[src/rtl/dma_axi_arb_pkg.sv]
// Shared definitions for the AXI-lite config-space arbiter and its round-robin picker.
// Holds the arbiter state encoding and the read/write op codes.
package dma_axi_arb_pkg;

   typedef enum logic [1:0] {
      IDLE  = 2'd0,
      ISSUE = 2'd1,
      WAIT  = 2'd2,
      RESP  = 2'd3
   } arb_state_e;

   localparam logic OP_RD = 1'b0;
   localparam logic OP_WR = 1'b1;

endpackage

[src/rtl/axi_rr_pick.sv]
// Combinational round-robin picker: rotate the request vector so rr_ptr is bit 0,
// take the lowest set bit, then map that position back to a requester index.
module axi_rr_pick
   import dma_axi_arb_pkg::*;
#(
   parameter int NUM_REQ = 4,
   parameter int IDX_W   = $clog2(NUM_REQ)
) (
   input  logic [NUM_REQ-1:0] req,
   input  logic [IDX_W-1:0]   rr_ptr,
   output logic               any,
   output logic [IDX_W-1:0]   idx
);

   localparam logic [IDX_W:0] NUM_W = (IDX_W+1)'(NUM_REQ);

   // Modulo NUM_REQ for sums of two in-range indices (never exceeds 2*NUM_REQ-2).
   function automatic logic [IDX_W-1:0] wrap_idx(input logic [IDX_W:0] v);
      logic [IDX_W:0] r;
      r = (v >= NUM_W) ? (v - NUM_W) : v;
      return r[IDX_W-1:0];
   endfunction

   logic [NUM_REQ-1:0] rot;
   logic [IDX_W-1:0]   rot_pos;

   genvar gi;
   generate
      for (gi = 0; gi < NUM_REQ; gi++) begin : g_rot
         assign rot[gi] = req[wrap_idx({1'b0, rr_ptr} + (IDX_W+1)'(gi))];
      end
   endgenerate

   always_comb begin
      rot_pos = '0;
      for (int i = NUM_REQ - 1; i >= 0; i--) begin
         if (rot[i]) begin
            rot_pos = IDX_W'(i);
         end
      end
   end

   assign any = |req;
   assign idx = wrap_idx({1'b0, rot_pos} + {1'b0, rr_ptr});

endmodule

[src/rtl/axi_cfg_arbiter.sv]
// Round-robin arbiter sharing one AXI-lite config master among NUM_REQ requesters.
// One transaction at a time: grant, single go pulse, wait for done/error, one-cycle response.
module axi_cfg_arbiter
   import dma_axi_arb_pkg::*;
#(
   parameter int NUM_REQ = 4,
   parameter int IDX_W   = $clog2(NUM_REQ)
) (
   input  logic                  axi_clk,
   input  logic                  rst,
   input  logic [NUM_REQ-1:0]    req_valid,
   input  logic [NUM_REQ-1:0]    req_wr,
   input  logic [NUM_REQ*32-1:0] req_addr,
   input  logic [NUM_REQ*32-1:0] req_wdata,
   output logic [NUM_REQ-1:0]    resp_valid,
   output logic                  resp_error,
   output logic [31:0]           resp_rdata,
   output logic [31:0]           axi_rdwr_addr,
   output logic [31:0]           axi_wr_data,
   output logic                  axi_rd_go,
   output logic                  axi_wr_go,
   input  logic [31:0]           axi_rd_data,
   input  logic                  axi_rd_done,
   input  logic                  axi_wr_done,
   input  logic                  axi_error,
   output logic                  busy,
   output logic [IDX_W-1:0]      grant_idx
);

   localparam logic [IDX_W-1:0] LAST_IDX = IDX_W'(NUM_REQ - 1);

   arb_state_e         state_q, state_d;
   logic [IDX_W-1:0]   grant_q, grant_d;
   logic [IDX_W-1:0]   rr_ptr_q, rr_ptr_d;
   logic               op_q, op_d;
   logic [31:0]        addr_q, addr_d;
   logic [31:0]        wdata_q, wdata_d;
   logic [31:0]        rdata_q, rdata_d;
   logic               rd_go_q, rd_go_d;
   logic               wr_go_q, wr_go_d;
   logic [NUM_REQ-1:0] resp_valid_q, resp_valid_d;
   logic               resp_error_q, resp_error_d;
   logic               busy_q, busy_d;

   logic               pick_any;
   logic [IDX_W-1:0]   pick_idx;
   logic [NUM_REQ-1:0] grant_onehot;
   logic               op_done;
   logic [31:0]        addr_arr  [NUM_REQ];
   logic [31:0]        wdata_arr [NUM_REQ];

   genvar gi;
   generate
      for (gi = 0; gi < NUM_REQ; gi++) begin : g_unpack
         assign addr_arr[gi]  = req_addr[32*gi +: 32];
         assign wdata_arr[gi] = req_wdata[32*gi +: 32];
      end
   endgenerate

   axi_rr_pick #(
      .NUM_REQ (NUM_REQ),
      .IDX_W   (IDX_W)
   ) u_pick (
      .req    (req_valid),
      .rr_ptr (rr_ptr_q),
      .any    (pick_any),
      .idx    (pick_idx)
   );

   assign grant_onehot = NUM_REQ'(1) << grant_q;
   // wr_done also strobes on reads, so completion is qualified by the captured op.
   assign op_done      = (op_q == OP_WR) ? axi_wr_done : axi_rd_done;

   always_comb begin
      state_d      = state_q;
      grant_d      = grant_q;
      rr_ptr_d     = rr_ptr_q;
      op_d         = op_q;
      addr_d       = addr_q;
      wdata_d      = wdata_q;
      rdata_d      = rdata_q;
      rd_go_d      = 1'b0;
      wr_go_d      = 1'b0;
      resp_valid_d = '0;
      resp_error_d = 1'b0;
      case (state_q)
         IDLE: begin
            if (pick_any) begin
               state_d = ISSUE;
               grant_d = pick_idx;
               op_d    = req_wr[pick_idx] ? OP_WR : OP_RD;
               addr_d  = addr_arr[pick_idx];
               wdata_d = wdata_arr[pick_idx];
               rd_go_d = !req_wr[pick_idx];
               wr_go_d = req_wr[pick_idx];
            end
         end
         ISSUE: begin
            if (axi_error) begin
               state_d      = RESP;
               resp_valid_d = grant_onehot;
               resp_error_d = 1'b1;
            end else begin
               state_d = WAIT;
            end
         end
         WAIT: begin
            if (axi_error) begin
               state_d      = RESP;
               resp_valid_d = grant_onehot;
               resp_error_d = 1'b1;
            end else if (op_done) begin
               state_d      = RESP;
               resp_valid_d = grant_onehot;
               if (op_q == OP_RD) begin
                  rdata_d = axi_rd_data;
               end
            end
         end
         RESP: begin
            state_d  = IDLE;
            rr_ptr_d = (grant_q == LAST_IDX) ? '0 : grant_q + IDX_W'(1);
         end
         default: state_d = IDLE;
      endcase
      busy_d = (state_d != IDLE);
   end

   always_ff @(posedge axi_clk) begin
      if (rst) begin
         state_q      <= IDLE;
         grant_q      <= '0;
         rr_ptr_q     <= '0;
         op_q         <= OP_RD;
         addr_q       <= '0;
         wdata_q      <= '0;
         rdata_q      <= '0;
         rd_go_q      <= 1'b0;
         wr_go_q      <= 1'b0;
         resp_valid_q <= '0;
         resp_error_q <= 1'b0;
         busy_q       <= 1'b0;
      end else begin
         state_q      <= state_d;
         grant_q      <= grant_d;
         rr_ptr_q     <= rr_ptr_d;
         op_q         <= op_d;
         addr_q       <= addr_d;
         wdata_q      <= wdata_d;
         rdata_q      <= rdata_d;
         rd_go_q      <= rd_go_d;
         wr_go_q      <= wr_go_d;
         resp_valid_q <= resp_valid_d;
         resp_error_q <= resp_error_d;
         busy_q       <= busy_d;
      end
   end

   assign resp_valid    = resp_valid_q;
   assign resp_error    = resp_error_q;
   assign resp_rdata    = rdata_q;
   assign axi_rdwr_addr = addr_q;
   assign axi_wr_data   = wdata_q;
   assign axi_rd_go     = rd_go_q;
   assign axi_wr_go     = wr_go_q;
   assign busy          = busy_q;
   assign grant_idx     = grant_q;

endmodule
[config.mk]
export PLATFORM = sky130hd
export DESIGN_NAME = axi_cfg_arbiter
export DESIGN_NICKNAME = d
export VERILOG_FILES = /design/src/rtl/dma_axi_arb_pkg.sv /design/src/rtl/axi_rr_pick.sv /design/src/rtl/axi_cfg_arbiter.sv
export SDC_FILE = /design/constraint.sdc
export NUM_CORES = 1
export LEC_CHECK = 0
export CELL_PAD_IN_SITES_DETAIL_PLACEMENT = 0
export CELL_PAD_IN_SITES_GLOBAL_PLACEMENT = 1
export CORE_AREA = 4 4 155 157
export CTS_BUF_LIST = sky130_fd_sc_hd__clkbuf_4
export DETAILED_ROUTE_END_ITERATION = 8
export DIE_AREA = 0 0 159 161
export DONT_BUFFER_PORTS = 1
export PLACE_DENSITY_LB_ADDON = 0.1
export SYNTH_ARGS = -nofsm -noshare
export SYNTH_HDL_FRONTEND = slang
export SYNTH_SLANG_ARGS = --single-unit
[constraint.sdc]
create_clock -name axi_clk -period 3.77 [get_ports axi_clk]
set_input_delay 0.754 -clock axi_clk [delete_from_list [all_inputs] [get_ports axi_clk]]
set_output_delay 0.754 -clock axi_clk [all_outputs]
set_load 0.02 [all_outputs]
* Word-level counts from Yosys, hierarchy flattened
Index checks and enable logic that the tools add are counted.
Word-level totals: register bits after elaboration 111, bits in latches 0, RAM bits 0, ROM bits 0, input port bits 301, output and inout port bits 106, logic and storage cells 91, memories kept 0
Operators by class: $add $sub $neg 10, multiply operators 0, div/mod/pow operators 0, $lt $le $gt $ge 11, equality and inequality tests 4, shifts and indexed selects 1, multiplexer cells 38, bitwise operators 6, reductions and logical operators 9
Operator list (count):
- 32-bit binary-select mux with 2-bit select | 2
- 32-bit two-way mux | 4
- 2-bit two-way mux | 13
- 3-bit greater-or-equal comparator (second input constant) | 5
- 2-bit by 3-bit less-than comparator with 1-bit output (second input constant) | 5
- 4-bit two-way mux | 3
- 1-bit binary-select mux with 2-bit select | 5
- 2-bit by 1-bit subtractor with 2-bit output (second input constant) | 5
- 1-bit two-way mux | 9
- 2-bit one-hot mux with 4 select lines | 1
- 4-bit one-hot mux with 2 select lines | 1
- 2-bit by 2-bit adder with 3-bit output (second input constant) | 2
- 2-bit == test (second input constant) | 3
- 1-bit inverter | 5
- 4-bit AND reduction | 1
- 2-bit OR reduction | 2
- 4-bit OR reduction | 1
- 1-bit by 2-bit << shifter with 4-bit output (first input constant) | 1
- 2-bit by 1-bit adder with 3-bit output (second input constant) | 1
- 2-bit by 2-bit adder with 3-bit output | 1
- 2-bit by 3-bit greater-or-equal comparator with 1-bit output (second input constant) | 1
- 2-bit inverter with 3-bit output | 1
- 3-bit OR reduction | 1
- 2-bit by 1-bit adder with 2-bit output (second input constant) | 1
- other kinds (5) | 5

* Logic depth before layout (Yosys ltp)
depth after elaboration 16, depth in mapped cells 11

* Modules after synthesis
Synthesis repeated with hierarchy kept, for this count alone.
Unflattened totals: cell total of the unflattened synthesis 453, area, all modules 5396.4 um^2
Modules (own cells, without submodules):
- axi_cfg_arbiter | times used 1, cells an instance 426, area each 5215.0 um^2
- axi_rr_pick | times used 1, cells an instance 27, area each 181.4 um^2

* Worst setup path before layout
Ideal clock, no wire load.
path kind input -> register, from in req_valid[0], to reg addr_q[21] (netlist: axi_rdwr_addr[21]), library setup time 0.122 ns, arrival time 3.124 ns, required time 3.648 ns, setup slack 0.524 ns, stages 10, path buffers 4, cell sequence buf_2 or4_1 o211ai_1 ha_1 buf_2 buf_4 buf_1 mux2i_1 o21ai_0 a221o_1
On the way: longest elaborated chain between the ends 13, elaborated cells between the ends (all ways) 22, classes of those cells add/sub: 2; order compare: 1; mux: 16; bitwise: 1; reduce/logical: 2
Ends and longest elaborated chain:
- start, declared | line axi_cfg_arbiter.sv:11 | input logic [NUM_REQ-1:0] req_valid,
- 1-bit binary-select mux with 2-bit select | line axi_rr_pick.sv:30 | assign rot[gi] = req[wrap_idx({1'b0, rr_ptr} + (IDX_W+1)'(gi))];
- 1-bit two-way mux (not written as such) | line axi_rr_pick.sv:30
- 2-bit two-way mux (3 in series) | line axi_rr_pick.sv:37 | if (rot[i]) begin
- 2-bit two-way mux (*) | line axi_rr_pick.sv:37
- 2-bit by 2-bit adder with 3-bit output (*) | line axi_rr_pick.sv:44 | assign idx = wrap_idx({1'b0, rot_pos} + {1'b0, rr_ptr});
- 3-bit greater-or-equal comparator or 2-bit by 1-bit subtractor with 2-bit output (tied branches) | line axi_rr_pick.sv:20 | r = (v >= NUM_W) ? (v - NUM_W) : v;
- 2-bit two-way mux (*) | line axi_rr_pick.sv:20
- net pick_idx[0] | line axi_cfg_arbiter.sv:46 | logic [IDX_W-1:0] pick_idx;
- 2-bit inverter with 3-bit output (not written as such) (*) | line axi_cfg_arbiter.sv:92 | addr_d = addr_arr[pick_idx];
- 32-bit binary-select mux with 2-bit select (*) | line axi_cfg_arbiter.sv:92
- 32-bit two-way mux (not written as such) (*) (2 in series) | line axi_cfg_arbiter.sv:92
- end signal, assigned | line axi_cfg_arbiter.sv:148 | addr_q <= addr_d;
- end, declared | line axi_cfg_arbiter.sv:36 | logic [31:0] addr_q, addr_d;
Mark *: on every way through the listed nets, which the timed path passes. The rest lies on a longest branch. The select of a mux whose other input is x is not followed. A chain may end at the register's enable or synchronous reset.

* Final worst setup path
from reg rr_ptr_q[0], to reg wdata_q[29] (netlist: axi_wr_data[29])
On the way: longest elaborated chain between the ends 16, elaborated cells between the ends (all ways) 35, classes of those cells add/sub: 9; order compare: 5; mux: 20; bitwise: 1
Ends and longest elaborated chain:
- start, declared | line axi_cfg_arbiter.sv:34 | logic [IDX_W-1:0] rr_ptr_q, rr_ptr_d;
- start signal, assigned | line axi_cfg_arbiter.sv:146 | rr_ptr_q <= rr_ptr_d;
- 2-bit by 2-bit adder with 3-bit output | line axi_rr_pick.sv:30
- 3-bit greater-or-equal comparator or 2-bit by 1-bit subtractor with 2-bit output (tied branches) | line axi_rr_pick.sv:20
- 2-bit two-way mux | line axi_rr_pick.sv:20
- 1-bit binary-select mux with 2-bit select | line axi_rr_pick.sv:30
- 1-bit two-way mux (not written as such) | line axi_rr_pick.sv:30
- 2-bit two-way mux (4 in series) | line axi_rr_pick.sv:37
- 2-bit by 2-bit adder with 3-bit output (*) | line axi_rr_pick.sv:44
- 3-bit greater-or-equal comparator or 2-bit by 1-bit subtractor with 2-bit output (tied branches) | line axi_rr_pick.sv:20
- 2-bit two-way mux (*) | line axi_rr_pick.sv:20
- net pick_idx[0] | line axi_cfg_arbiter.sv:46
- 2-bit inverter with 3-bit output (not written as such) (*) | line axi_cfg_arbiter.sv:93 | wdata_d = wdata_arr[pick_idx];
- 32-bit binary-select mux with 2-bit select (*) | line axi_cfg_arbiter.sv:93
- 32-bit two-way mux (not written as such) (*) (2 in series) | line axi_cfg_arbiter.sv:93
- end signal, assigned | line axi_cfg_arbiter.sv:149 | wdata_q <= wdata_d;
- end, declared | line axi_cfg_arbiter.sv:37 | logic [31:0] wdata_q, wdata_d;
Marks and branches as above.

==> flow_summary.yaml <==
logic_synthesis:
  synthFlopType: "dfxtp_1"
  synth_edf_count: 0
  ys_types: 39
  synth_seq_cells: 111
  synth_area_um2: 6800
  ys.warnings.count: 0
  synth.area.top_cells: "dfxtp_1 (33%), mux2_2 (11%), mux2i_1 (9.7%)"
  synth_common_cells: "nand2_1 (130), dfxtp_1 (111), nor2_1 (78), mux2i_1 (66)"
  syn_avg_cell_area_um2: 8.43
  synth_top_area_share_pct: 32.7
  syn_inst: 807
  ys_seq_area_share_pct: 32.7
  yosysMostFrequentCell: "nand2_1"
  yosys.area.top_type: "dfxtp_1"
  synth-async-reset-ratio_pct: 0
  syn_nets: 1118
global_route:
  antenna_found_initial: 1
  grt_pass1_vias: 5760
  gr-total-overflow: 0
  met3_usage_pct: 5.72
  use_met1_pct: 18.6
  grt_busiest_layer: "met2"
  grt_first_pass_wirelength_um: 34700
  grt_usage_pct: 17.0
  use_met2_pct: 30.8
  grt_max_degree: 197
clocking:
  clk_path_buf_depth: 2
  clkTransAtPathRegs_ps: 190
  cts_made_buffers: 9
  cts_tree: "built"
  hold_buffers: 0
  post_cts_resized: 0
  cts.sinks: 111
  cts_root_buf: "clkbuf_4"
  h-tree-depth: 3
  clk_latency_ps: 480
  post_cts_buffers: 0
routing:
  drtAntennaViolNets: 0
  first_iter_violations: 302
  finalWirelength_um: 23100
  first_pass_iters: 4
  wl_per_cell_um: 22.1
  drc: 0
  num_vias: 5816
  via_per_inst: 5.57
setup_path:
  crit_path_end_kind: "flip-flop"
  critPathKind: "reg2reg"
  max_stage_delay_ps: 630
  critPathBufInv: 1
  ff2ff_setup_slack_ps: 750
  crit_path_top_delay_cell: "dfxtp_1"
  path_cells: "nor3_1 > a311oi_1 > o211ai_1 > ha_4 > buf_4 > mux2_2 > nand2_1 > o21ai_0 > a221o_1"
  crit_path_max_fanout: 23
  worst_setup_path_start_kind: "flip-flop"
  arrival_ps: 3410
  cp.required_ps: 4160
  crit_family: "compound AO/OA/AOI/OAI gates"
timing:
  finalHoldViolCount: 0
  layout_worst_path_cycle_share_pct: 80.1
  rsz0062_at_grt: "no"
  tns_ps: 0
  finClkSkew_ps: 16.7
  max_freq_ghz: 0.331
  slew_headroom_pct: 16.2
  drv_slew: 0
  setup_viol: 0
  tightest_slew_ps: 1250
  timing.hold.ws_ps: 301
  post-route-min-period_ps: 3020
layout:
  nets: 1065
  area_growth_pct: 5.13
  drive_gt1_share_pct: 13.3
  stdcell_count: 1045
  postLayoutCoreUtil_pct: 31.8
min_path:
  hold_path_class: "in2reg"
die:
  rows: 55
  start_util_pct: 30.2
  fp.dieW_um: 159
  io_pins: 407
  die_h_um: 161
  die-area_um2: 25600
  core_area_um2: 22500
pwr:
  ir_drop_v: 0.000124
  p_leak_nw: 2.64
  p_total_mw: 2.93
  p_per_area_nw_per_um2: 409
place:
  place.gp.congestion: 0.740
  hpwl_um: 17300
  io_buffers: 0
  dp_cells: 1028
status:
  outcome: "finished clean"
flow_run:
  maxCapViolCount: 0
## final cells by class
type,count,area (um2)
diodes,1,2.50
flip-flops and latches,111,2220
repair buffers,12,165
well taps,285,357
inverters,8,30.0
fillers,2374,15400
clock inverters,7,62.6
multi-input cells,612,4240
clock buffers,9,67.6
## placed cells by master (no fill, tap or decap), drive strengths merged, types with 2 or more instances in the layout
cell and count:
o211ai 2, a22o 2, inv 11, and2 5, o32ai 2, nor2 78, mux4 2, mux2 64
clkinv 4, a211oi 64, clkbuf 9, dfxtp 111, nand3 3, ha 10, nand2 131, buf 12
nand2b 2, or4 2, mux2i 66, o21ai 65, a21oi 38, a221o 63
## final timing paths
kind | depth (start not counted) | endpoint | start
setup / recovery | 9 | axi_wr_data[29] | rr_ptr_q[0]
hold / removal | 1 | resp_rdata[11] | rst
setup reg to reg | 9 | axi_wr_data[29] | rr_ptr_q[0]
hold reg to reg | 1 | op_q | op_q
## sequential cells by signal, indices dropped and copies added (netlist names)
name,flops
axi_rd_go,1
axi_wr_data,32
axi_wr_go,1
resp_error,1
busy,1
rr_ptr_q,2
op_q,1
resp_valid,4
grant_idx,2
resp_rdata,32
axi_rdwr_addr,32
state_q,2
## worst reg2reg max path: cells and delay by family (launching register included)
family | cells | cell delay, ps
adders and majority gates | 1 | 580
buffers and inverters | 1 | 330
muxes | 1 | 370
DFF | 1 | 630
AOI/OAI and AO/OA | 4 | 840
and+or+nand+nor | 2 | 180
## metrics by stage
step | area, um2 | setup slack, ps
4_1_cts | 7150 | 718
3_5_place_dp | 7020 | 547
3_3_place_gp | 7020 | 610
6_report | 7150 | 749
2_1_floorplan | 6800 | 524
5_1_grt | 7150 | 468
## where the power goes
group          leakage, nW  internal (mW)  switching [mW]
Combinational         1.66          0.357           0.418
Sequential           0.909           1.29           0.253
Clock               0.0743          0.150           0.457
Total                 2.64           1.80            1.13
## metal layers
| metal | up-vias | wire, um | part of all wire (%) |
|---|---|---|---|
| met5 | - | 0 | 0 |
| met4 | 0 | 495 | 2.1 |
| met3 | 25 | 1920 | 8.3 |
| met2 | 264 | 11900 | 51 |
| met1 | 2672 | 8810 | 38 |
| li1 | 2855 | - | - |
## logic make-up after synthesis
kind of cell	synth area share [%]
compound gates	25.6
xor+xnor	0.258
fa+ha+maj	1.84
buf+inv	5.39
flops	32.7
mux	21.0
simple gates	13.2
Power figures use the tool's default switching activity.
